`src/rtl/move_input_ctrl.sv`:
```
// Push-button front end for a grid game: per-button synchronise + debounce,
// rising-edge press pulses, and tick-rate move strobes with opposing-axis cancel.

module move_input_debounce #(
    parameter int DB_CYCLES = 500000
) (
    input  logic clk,
    input  logic reset,
    input  logic btn,
    output logic held
);
    typedef enum logic [1:0] {
        IDLE      = 2'd0,
        ARMING    = 2'd1,
        PRESSED   = 2'd2,
        RELEASING = 2'd3
    } db_state_t;

    localparam logic [19:0] LAST = 20'(DB_CYCLES - 1);

    logic [1:0]  sync;
    logic        level;
    logic [19:0] count;
    db_state_t   state;

    assign level = sync[1];

    // The counter only runs while the synchronised level disagrees with held;
    // any agreement (a glitch ending) drops the progress back to zero.
    always_ff @(posedge clk or posedge reset) begin
        if (reset) begin
            sync  <= 2'b00;
            count <= '0;
            held  <= 1'b0;
            state <= IDLE;
        end else begin
            sync <= {sync[0], btn};
            case (state)
                IDLE: begin
                    if (level) begin
                        count <= 20'd1;
                        state <= ARMING;
                    end
                end
                ARMING: begin
                    if (!level) begin
                        count <= '0;
                        state <= IDLE;
                    end else if (count == LAST) begin
                        count <= '0;
                        held  <= 1'b1;
                        state <= PRESSED;
                    end else begin
                        count <= count + 20'd1;
                    end
                end
                PRESSED: begin
                    if (!level) begin
                        count <= 20'd1;
                        state <= RELEASING;
                    end
                end
                RELEASING: begin
                    if (level) begin
                        count <= '0;
                        state <= PRESSED;
                    end else if (count == LAST) begin
                        count <= '0;
                        held  <= 1'b0;
                        state <= IDLE;
                    end else begin
                        count <= count + 20'd1;
                    end
                end
                default: begin
                    count <= '0;
                    held  <= 1'b0;
                    state <= IDLE;
                end
            endcase
        end
    end
endmodule

module move_input_ctrl #(
    parameter int DB_CYCLES = 500000,
    parameter int TICK_DIV  = 2097152
) (
    input  logic clk,
    input  logic reset,
    input  logic enable,
    input  logic btnU,
    input  logic btnD,
    input  logic btnL,
    input  logic btnR,
    output logic held_u,
    output logic held_d,
    output logic held_l,
    output logic held_r,
    output logic press_u,
    output logic press_d,
    output logic press_l,
    output logic press_r,
    output logic mv_up,
    output logic mv_down,
    output logic mv_left,
    output logic mv_right,
    output logic tick
);
    localparam logic [23:0] TICK_LAST = 24'(TICK_DIV - 1);

    // Bit order everywhere below: 0 = up, 1 = down, 2 = left, 3 = right.
    logic [3:0]  btn;
    logic [3:0]  held;
    logic [3:0]  held_prev;
    logic [3:0]  press_q;
    logic [3:0]  mv_q;
    logic [3:0]  dir_ok;
    logic [23:0] tick_cnt;
    logic        tick_q;
    logic        wrap;

    assign btn = {btnR, btnL, btnD, btnU};

    for (genvar i = 0; i < 4; i++) begin : g_db
        move_input_debounce #(.DB_CYCLES(DB_CYCLES)) u_db (
            .clk  (clk),
            .reset(reset),
            .btn  (btn[i]),
            .held (held[i])
        );
    end

    assign wrap   = (tick_cnt == TICK_LAST);
    assign dir_ok = {held[3] & ~held[2], held[2] & ~held[3],
                     held[1] & ~held[0], held[0] & ~held[1]};

    // Strobes are registered alongside tick, so they see held from the cycle
    // before the tick; a button settling on the tick cycle waits a period.
    always_ff @(posedge clk or posedge reset) begin
        if (reset) begin
            held_prev <= '0;
            press_q   <= '0;
            mv_q      <= '0;
            tick_cnt  <= '0;
            tick_q    <= 1'b0;
        end else begin
            held_prev <= held;
            press_q   <= held & ~held_prev & {4{enable}};
            if (enable) begin
                tick_cnt <= wrap ? '0 : tick_cnt + 24'd1;
                tick_q   <= wrap;
                mv_q     <= {4{wrap}} & dir_ok;
            end else begin
                tick_cnt <= '0;
                tick_q   <= 1'b0;
                mv_q     <= '0;
            end
        end
    end

    // Game-inactive blanks the pulses immediately, including the cycle enable falls.
    assign tick     = tick_q & enable;
    assign mv_up    = mv_q[0] & enable;
    assign mv_down  = mv_q[1] & enable;
    assign mv_left  = mv_q[2] & enable;
    assign mv_right = mv_q[3] & enable;
    assign press_u  = press_q[0] & enable;
    assign press_d  = press_q[1] & enable;
    assign press_l  = press_q[2] & enable;
    assign press_r  = press_q[3] & enable;

    assign held_u = held[0];
    assign held_d = held[1];
    assign held_l = held[2];
    assign held_r = held[3];
endmodule

```
`config.mk`:
```
export PLATFORM = sky130hd
export DESIGN_NAME = move_input_ctrl
export DESIGN_NICKNAME = d
export VERILOG_FILES = /design/src/rtl/move_input_ctrl.sv
export SDC_FILE = /design/constraint.sdc
export NUM_CORES = 1
export LEC_CHECK = 0
export CORE_ASPECT_RATIO = 2
export CORE_MARGIN = 2
export CORE_UTILIZATION = 62
export DETAILED_ROUTE_END_ITERATION = 16
export GPL_ROUTABILITY_DRIVEN = 0
export PLACE_DENSITY_LB_ADDON = 0.05
export RECOVER_POWER = 100
export SLEW_MARGIN = 15
export SYNTH_ARGS = -nofsm -noshare
export SYNTH_HDL_FRONTEND = slang
export SYNTH_SLANG_ARGS = --single-unit
```
`constraint.sdc`:
```
create_clock -name clk -period 6.1 [get_ports clk]
set_input_delay 1.83 -clock clk [delete_from_list [all_inputs] [get_ports clk]]
set_output_delay 1.83 -clock clk [all_outputs]
set_load 0.005 [all_outputs]
```
==> results.py, run 1 <==
metrics = {
    "routing": {
        "wirelength_met1_um": 5950,
        "highest-signal-layer": "met4",
        "met2WireLength_um": 8190,
        "route.detailed.drc": 0,
        "dr_total_vias": 5539,
        "drt_first_iter_violations": 226,
        "ant_nets": 0,
        "totalWireLength_um": 14800,
        "detail_route.wl_per_cell_um": 16.6,
        "detailroute.wirelength.met3_um": 360,
        "first_pass_iters": 4,
        "vias_per_cell": 6.22,
    },
    "synthesis": {
        "yosysWarningCount": 0,
        "post_synth_num_cell_types": 64,
        "synth.cell_area_um2": 6870,
        "synth.avg_cell_area_um2": 9.46,
        "synthesis.instances": 726,
        "synth_ff_type": "sky130_fd_sc_hd__dfrtp_1",
        "synth.net_count": 738,
        "synth.yosys.seq_area_share_pct": 49.9,
        "number_of_enable_type_register_cells_in_the_synthesized_netlist": 0,
        "ys_ff_latch": 137,
        "async_reset_ff_share_pct": 100,
    },
    "die": {
        "die_h_um": 153,
        "ioPinCount": 20,
        "dieWidth_um": 78.4,
        "initial_core_util_pct": 63.1,
        "std_cell_rows": 54,
        "floorplan.die_area_um2": 12000,
        "core-area_um2": 10900,
    },
    "critical_path": {
        "cp_data_required_time_ns": 4.27,
        "path_buf_inv": 2,
        "path_common_cell": "sky130_fd_sc_hd__dlygate4sd3_1",
        "worst-path-max-fanout": 19,
        "crit_path_start_kind": "input port",
        "timing.critical_path.slowest_stage_cell": "sky130_fd_sc_hd__dlygate4sd3_1",
        "timing.critical_path.to_type": "output port",
        "worstPathArrival_ns": 3.48,
        "rrSetupSlack_ns": 2.87,
        "cpPeakStageDelay_ns": 0.89,
        "timing.critical_path.max_delay_family": "buffers and inverters",
        "crit_chain": "dlygate4sd3_1 > and2_1 > dlygate4sd3_1",
        "timing_worst_setup_path_type": "input port to output port",
    },
    "timing": {
        "layout_worst_path_cycle_share_pct": 87.1,
        "timing.max_slew.rel_slack_pct": -111,
        "postLayoutSetupSlackWorst_ns": 0.789,
        "worst_hold_slack_ns": 0.347,
        "clock.fmax_ghz": 0.188,
        "finalHoldViolCount": 0,
        "final_period_minus_worst_setup_slack_ns": 5.31,
        "totalNegativeSetupSlack_ns": 0,
        "worst-slew-pin-transition_ns": 3.15,
        "timing.final.setup_violations": 0,
        "setup_repair_after_global_routing_missed_its_margin": "false",
        "final_max_slew_viol_count": 72,
        "skew_ns": 0.00591,
    },
    "cells_and_area": {
        "antenna_cells_inserted": 0,
        "share_of_final_layout_standard_cells_stronger_than_drive_strength_1_pct": 6.13,
        "fillerInstances": 827,
        "layout_commonest_cell": "sky130_fd_sc_hd__dfrtp_1",
        "final_util_pct": 70.8,
        "mostFrequentLayoutCells": "sky130_fd_sc_hd__dfrtp_1, sky130_fd_sc_hd__nand2_1, sky130_fd_sc_hd__nor2_1",
        "area_growth_pct": 12.2,
        "nNetsFinal": 750,
    },
    "hold_path": {
        "worst_hold_path_type": "flop to flop",
    },
    "clock_network": {
        "cts_num_sinks": 137,
        "clock_insertion_delay_worst_skew_ns": 0.42,
        "tritoncts": "built",
        "clock-root-buffer": "sky130_fd_sc_hd__clkbuf_16",
        "cts_max_path_buffers": 2,
        "cts-htree-levels": 4,
        "cts.reportedPaths.clkPinSlew_ns": 0.06,
        "cts_setup_buffers": 0,
        "cts_resized": 0,
        "tritoncts.num_buffers": 17,
        "number_of_buffers_inserted_by_hold_repair_at_cts": 0,
    },
    "placement": {
        "port_buffers": 19,
        "dp_hpwl_um": 9850,
        "place_ws_ns": 0.891,
    },
    "pwr": {
        "power.leakage_nw": 3.24,
        "net_switching_component_of_the_power_uw": 526,
        "power_density_nw_per_um2": 287,
        "power.combinational.fraction_pct": 6.6,
        "switching_share_of_total_power_pct": 23.7,
        "clkPwrFrac_pct": 49.1,
        "ir_drop_mv": 0.228,
        "internal-power_mw": 1.69,
        "portion_of_total_power_attributed_to_sequential_cells_pct": 44.3,
    },
    "grt": {
        "grt.total_usage_pct": 26.2,
        "grt_antenna_before_repair": 0,
        "maximum_number_of_pins_on_one_net_before_global_route_repair": 72,
        "grt_first_pass_wirelength_um": 25300,
        "number_of_global_route_vias_before_repair": 5545,
        "grt_overflow": 0,
    },
    "run_status": {
        "failed_checks": "capacitance limit, slew limit",
        "status": "complete, but fails checks",
    },
    "run": {
        "max_cap_viol_count": 1,
    },
}
## sequential cells by signal, summed over array words and instances, names as in the netlist, named ones only
name,flops
g_db.u_db.count,80
tick_cnt,24
g_db.u_db.sync,8
g_db.u_db.held,4
g_db.u_db.state,4
held_prev,4
mv_q,4
press_q,4
tick_q,1
## power by group through the flow
stage	sequential, mW	combinational, mW	clock [mW]
finish	0.980	0.146	1.09
global placement	0.992	0.144	0
CTS	0.979	0.151	1.11
floorplan	0.979	0.128	0
global route	0.985	0.169	1.14
detailed placement	0.994	0.151	0
## worst paths after layout
| kind | from | cells after the start | to |
|---|---|---|---|
| max in group asynchronous | reset | 3 | g_db[1].u_db.count[4] |
| hold / removal | g_db[2].u_db.sync[0] | 0 | g_db[2].u_db.sync[1] |
| setup reg to reg | g_db[1].u_db.count[11] | 6 | g_db[1].u_db.count[14] |
| min in group asynchronous | reset | 2 | tick_cnt[1] |
| setup / recovery | enable | 3 | tick |
| hold reg to reg | g_db[2].u_db.sync[0] | 0 | g_db[2].u_db.sync[1] |
## per-layer routing
layer  vias to the layer above  track usage, %
met5                         -               0
met4                         0            10.6
met3                        31            5.96
met2                        94            47.7
met1                      2731            28.8
li1                       2683               -
## cell families (layout without fill, tap and decap cells)
group,count (synthesis),after routing,synth area share [%]
multiplexers,9,9,1.39
adder cells (fa/ha/maj),5,5,0.911
AO/OA/AOI/OAI,171,171,15.6
buffers and inverters,52,77,3.37
XOR/XNOR,36,36,4.59
flip-flops,137,137,49.9
AND/OR/NAND/NOR,316,316,24.2
## synthesized netlist by cell type (6+ instances only)
master	number	area (um^2)
sky130_fd_sc_hd__a22o_1	8	70.1
sky130_fd_sc_hd__and3_1	18	113
sky130_fd_sc_hd__nand2b_1	6	37.5
sky130_fd_sc_hd__nor2_1	56	210
sky130_fd_sc_hd__nor4_1	9	56.3
sky130_fd_sc_hd__xnor2_1	16	140
sky130_fd_sc_hd__buf_2	11	55.1
sky130_fd_sc_hd__and4_1	6	52.6
sky130_fd_sc_hd__nor3_1	13	65.1
sky130_fd_sc_hd__and2_1	16	100
sky130_fd_sc_hd__o21ai_1	9	45.0
sky130_fd_sc_hd__clkbuf_1	17	63.8
sky130_fd_sc_hd__a21oi_1	37	185
sky130_fd_sc_hd__a41oi_1	7	61.3
sky130_fd_sc_hd__inv_1	21	78.8
sky130_fd_sc_hd__o21ai_0	30	150
sky130_fd_sc_hd__a31oi_1	54	338
sky130_fd_sc_hd__nand3_1	49	245
sky130_fd_sc_hd__nand2_1	78	293
sky130_fd_sc_hd__nand4_1	29	181
sky130_fd_sc_hd__xor2_1	20	175
sky130_fd_sc_hd__dfrtp_1	137	3430
## through the flow
step / instances / cell area [um^2] / power [mW]
finish: 891 / 7700 / 2.21
global route: 891 / 7700 / 2.30
detailed placement: 859 / 7120 / 1.15
floorplan: 726 / 6870 / 1.11
global placement: 859 / 7120 / 1.14
CTS: 891 / 7750 / 2.23
## layout make-up
| cell class | count | area (um^2) | share of cell area (%) |
|---|---|---|---|
| Multi-Input combinational cell | 537 | 3180 | 41.3 |
| Tap cell | 140 | 175 | 2.27 |
| Inverter | 21 | 80.1 | 1.04 |
| Timing Repair Buffer | 24 | 211 | 2.74 |
| Sequential cell | 137 | 3430 | 44.5 |
| Clock inverter | 12 | 171 | 2.22 |
| Clock buffer | 20 | 457 | 5.93 |
## worst reg2reg max path, cell delays in order, from the launching register on
cell and delay [ns]:
sky130_fd_sc_hd__dfrtp_1 0.46, sky130_fd_sc_hd__or4b_2 0.69, sky130_fd_sc_hd__nor4_1 0.61, sky130_fd_sc_hd__a21oi_1 0.30
sky130_fd_sc_hd__clkbuf_1 0.53, sky130_fd_sc_hd__a41oi_1 0.42, sky130_fd_sc_hd__a31oi_1 0.06
(Power assumes the default switching activity.)
==> run 2, diff against run 1 <==
--- a/config.mk
+++ b/config.mk
@@ -10,9 +10,10 @@
 export CORE_UTILIZATION = 62
 export DETAILED_ROUTE_END_ITERATION = 16
 export GPL_ROUTABILITY_DRIVEN = 0
+export MAX_ROUTING_LAYER = met4
 export PLACE_DENSITY_LB_ADDON = 0.05
 export RECOVER_POWER = 100
-export SLEW_MARGIN = 15
+export SLEW_MARGIN = 0
 export SYNTH_ARGS = -nofsm -noshare
 export SYNTH_HDL_FRONTEND = slang
 export SYNTH_SLANG_ARGS = --single-unit
==> results.py, run 2 (synthesis results as in run 1) <==
metrics = {
    "run_status": {
        "status": "complete, but fails checks",
        "failed_checks": "capacitance limit, slew limit",
    },
    "die": {
        "initial_core_util_pct": 63.1,
        "floorplan.die_area_um2": 12000,
        "die_h_um": 153,
        "core-area_um2": 10900,
        "ioPinCount": 20,
        "dieWidth_um": 78.4,
        "std_cell_rows": 54,
    },
    "cells_and_area": {
        "largest_register_ff_count": 80,
        "share_of_final_layout_standard_cells_stronger_than_drive_strength_1_pct": 6.13,
        "fillerInstances": 827,
        "mostFrequentLayoutCells": "sky130_fd_sc_hd__dfrtp_1, sky130_fd_sc_hd__nand2_1, sky130_fd_sc_hd__nor2_1",
        "layout_commonest_cell": "sky130_fd_sc_hd__dfrtp_1",
        "max_flop_register": "g_db.u_db.count",
        "reg_top3": "g_db.u_db.count x80, tick_cnt x24, g_db.u_db.sync x8",
        "area_growth_pct": 12.2,
        "nNetsFinal": 750,
        "antenna_cells_inserted": 0,
        "layout.cell_area.non_filler_um2": 7700,
    },
    "timing": {
        "final_period_minus_worst_setup_slack_ns": 5.31,
        "final_max_slew_viol_count": 72,
        "timing.max_slew.rel_slack_pct": -110,
        "skew_ns": 0.00696,
        "clock.fmax_ghz": 0.188,
        "layout_worst_path_cycle_share_pct": 87.1,
        "totalNegativeSetupSlack_ns": 0,
        "finalHoldViolCount": 0,
        "timing.final.setup_violations": 0,
        "setup_repair_after_global_routing_missed_its_margin": "false",
        "worst-slew-pin-transition_ns": 3.13,
    },
    "pwr": {
        "portion_of_total_power_attributed_to_sequential_cells_pct": 44.2,
        "net_switching_component_of_the_power_uw": 529,
        "power.leakage_nw": 3.24,
        "power.combinational.fraction_pct": 6.6,
        "clkPwrFrac_pct": 49.2,
        "power_density_nw_per_um2": 288,
        "internal-power_mw": 1.69,
        "ir_drop_mv": 0.230,
        "switching_share_of_total_power_pct": 23.8,
    },
    "placement": {
        "port_buffers": 19,
        "dp_hpwl_um": 9850,
        "postPlaceCellArea_um2": 7120,
    },
    "critical_path": {
        "r2r-start": "g_db[1].u_db.count[11]",
        "crit_path_start_kind": "input port",
        "crit_chain": "dlygate4sd3_1 > and2_1 > dlygate4sd3_1",
        "path_common_cell": "sky130_fd_sc_hd__dlygate4sd3_1",
        "timing.critical_path.max_delay_family": "buffers and inverters",
        "timing.critical_path.slowest_stage_cell": "sky130_fd_sc_hd__dlygate4sd3_1",
        "worstRegToRegCells": 6,
        "timing.critical_path.depth": 3,
        "rrSetupSlack_ns": 2.87,
        "path_buf_inv": 2,
        "critical_path.reg2reg.endpoint": "g_db[1].u_db.count[14]",
        "timing.critical_path.to_type": "output port",
        "cpPeakStageDelay_ns": 0.89,
        "worstPathArrival_ns": 3.48,
        "worst-path-max-fanout": 19,
        "timing_worst_setup_path_type": "input port to output port",
        "cp_data_required_time_ns": 4.27,
    },
    "routing": {
        "vias_per_cell": 6.22,
        "detail_route.wl_per_cell_um": 16.6,
        "dr_total_vias": 5538,
        "ant_nets": 0,
        "route.detailed.drc": 0,
        "drt_first_iter_violations": 233,
        "totalWireLength_um": 14800,
        "first_pass_iters": 6,
    },
    "clock_network": {
        "cts-htree-levels": 4,
        "cts_resized": 0,
        "cts_setup_buffers": 0,
        "cts_max_path_buffers": 2,
        "cts_num_sinks": 137,
        "cts.reportedPaths.clkPinSlew_ns": 0.06,
        "clock-root-buffer": "sky130_fd_sc_hd__clkbuf_16",
        "tritoncts.num_buffers": 17,
        "clock_insertion_delay_worst_skew_ns": 0.42,
        "tritoncts": "built",
        "number_of_buffers_inserted_by_hold_repair_at_cts": 0,
    },
    "grt": {
        "grt.total_usage_pct": 27.0,
        "grt_first_pass_wirelength_um": 25300,
        "grt_antenna_before_repair": 0,
        "number_of_global_route_vias_before_repair": 5542,
        "maximum_number_of_pins_on_one_net_before_global_route_repair": 72,
        "grt_overflow": 0,
    },
    "hold_path": {
        "whs_endpoint": "g_db[2].u_db.sync[1]",
        "hp-start": "g_db[2].u_db.sync[0]",
        "worst_hold_path_type": "flop to flop",
        "hold_depth": 0,
    },
    "run": {
        "max_cap_viol_count": 1,
    },
}
run 2: cell counts in the layout (fill, tap and decap cells not counted):
No cell type changed its count.
run 2: area by class of cell:
cell class              instances  area [um^2]  share of cell area [%]
flip-flops and latches        137         3430                    44.5
multi-input cells             537         3180                    41.3
clock buffers                  20          457                    5.93
repair buffers                 24          211                    2.74
well taps                     140          175                    2.27
clock inverters                12          171                    2.22
inverters                      21         80.1                    1.04
run 2: how the worst max path moves through the flow:
stage | start | to
5_1_grt | enable | mv_up
4_1_cts | enable | press_l
3_3_place_gp | enable | mv_right
6_report | enable | tick
3_5_place_dp | enable | press_l
2_1_floorplan | reset | async pin
run 2: power groups by stage:
stage / clock, mW / combinational (mW) / sequential (mW)
2_1_floorplan: 0 / 0.128 / 0.979
3_3_place_gp: 0 / 0.144 / 0.992
3_5_place_dp: 0 / 0.151 / 0.994
4_1_cts: 1.11 / 0.151 / 0.979
5_1_grt: 1.14 / 0.169 / 0.985
6_report: 1.09 / 0.146 / 0.981
run 2: layer usage:
layer | routed length, um | track usage [%]
met5 | 0 | -
met2 | 8230 | 47.8
met1 | 5930 | 28.8
met3 | 403 | 6.67
met4 | 261 | 9.61
run 2: through the flow:
stage	hold slack [ns]	setup WS (ns)	utilization, %	power (mW)	instances
2_1_floorplan	0.331	0.602	-	1.11	726
3_3_place_gp	0.337	0.917	65.5	1.14	859
3_5_place_dp	0.335	0.891	65.5	1.15	859
4_1_cts	0.348	0.894	71.3	2.23	891
5_1_grt	0.367	0.668	70.8	2.30	891
6_report	0.348	0.786	70.8	2.22	891
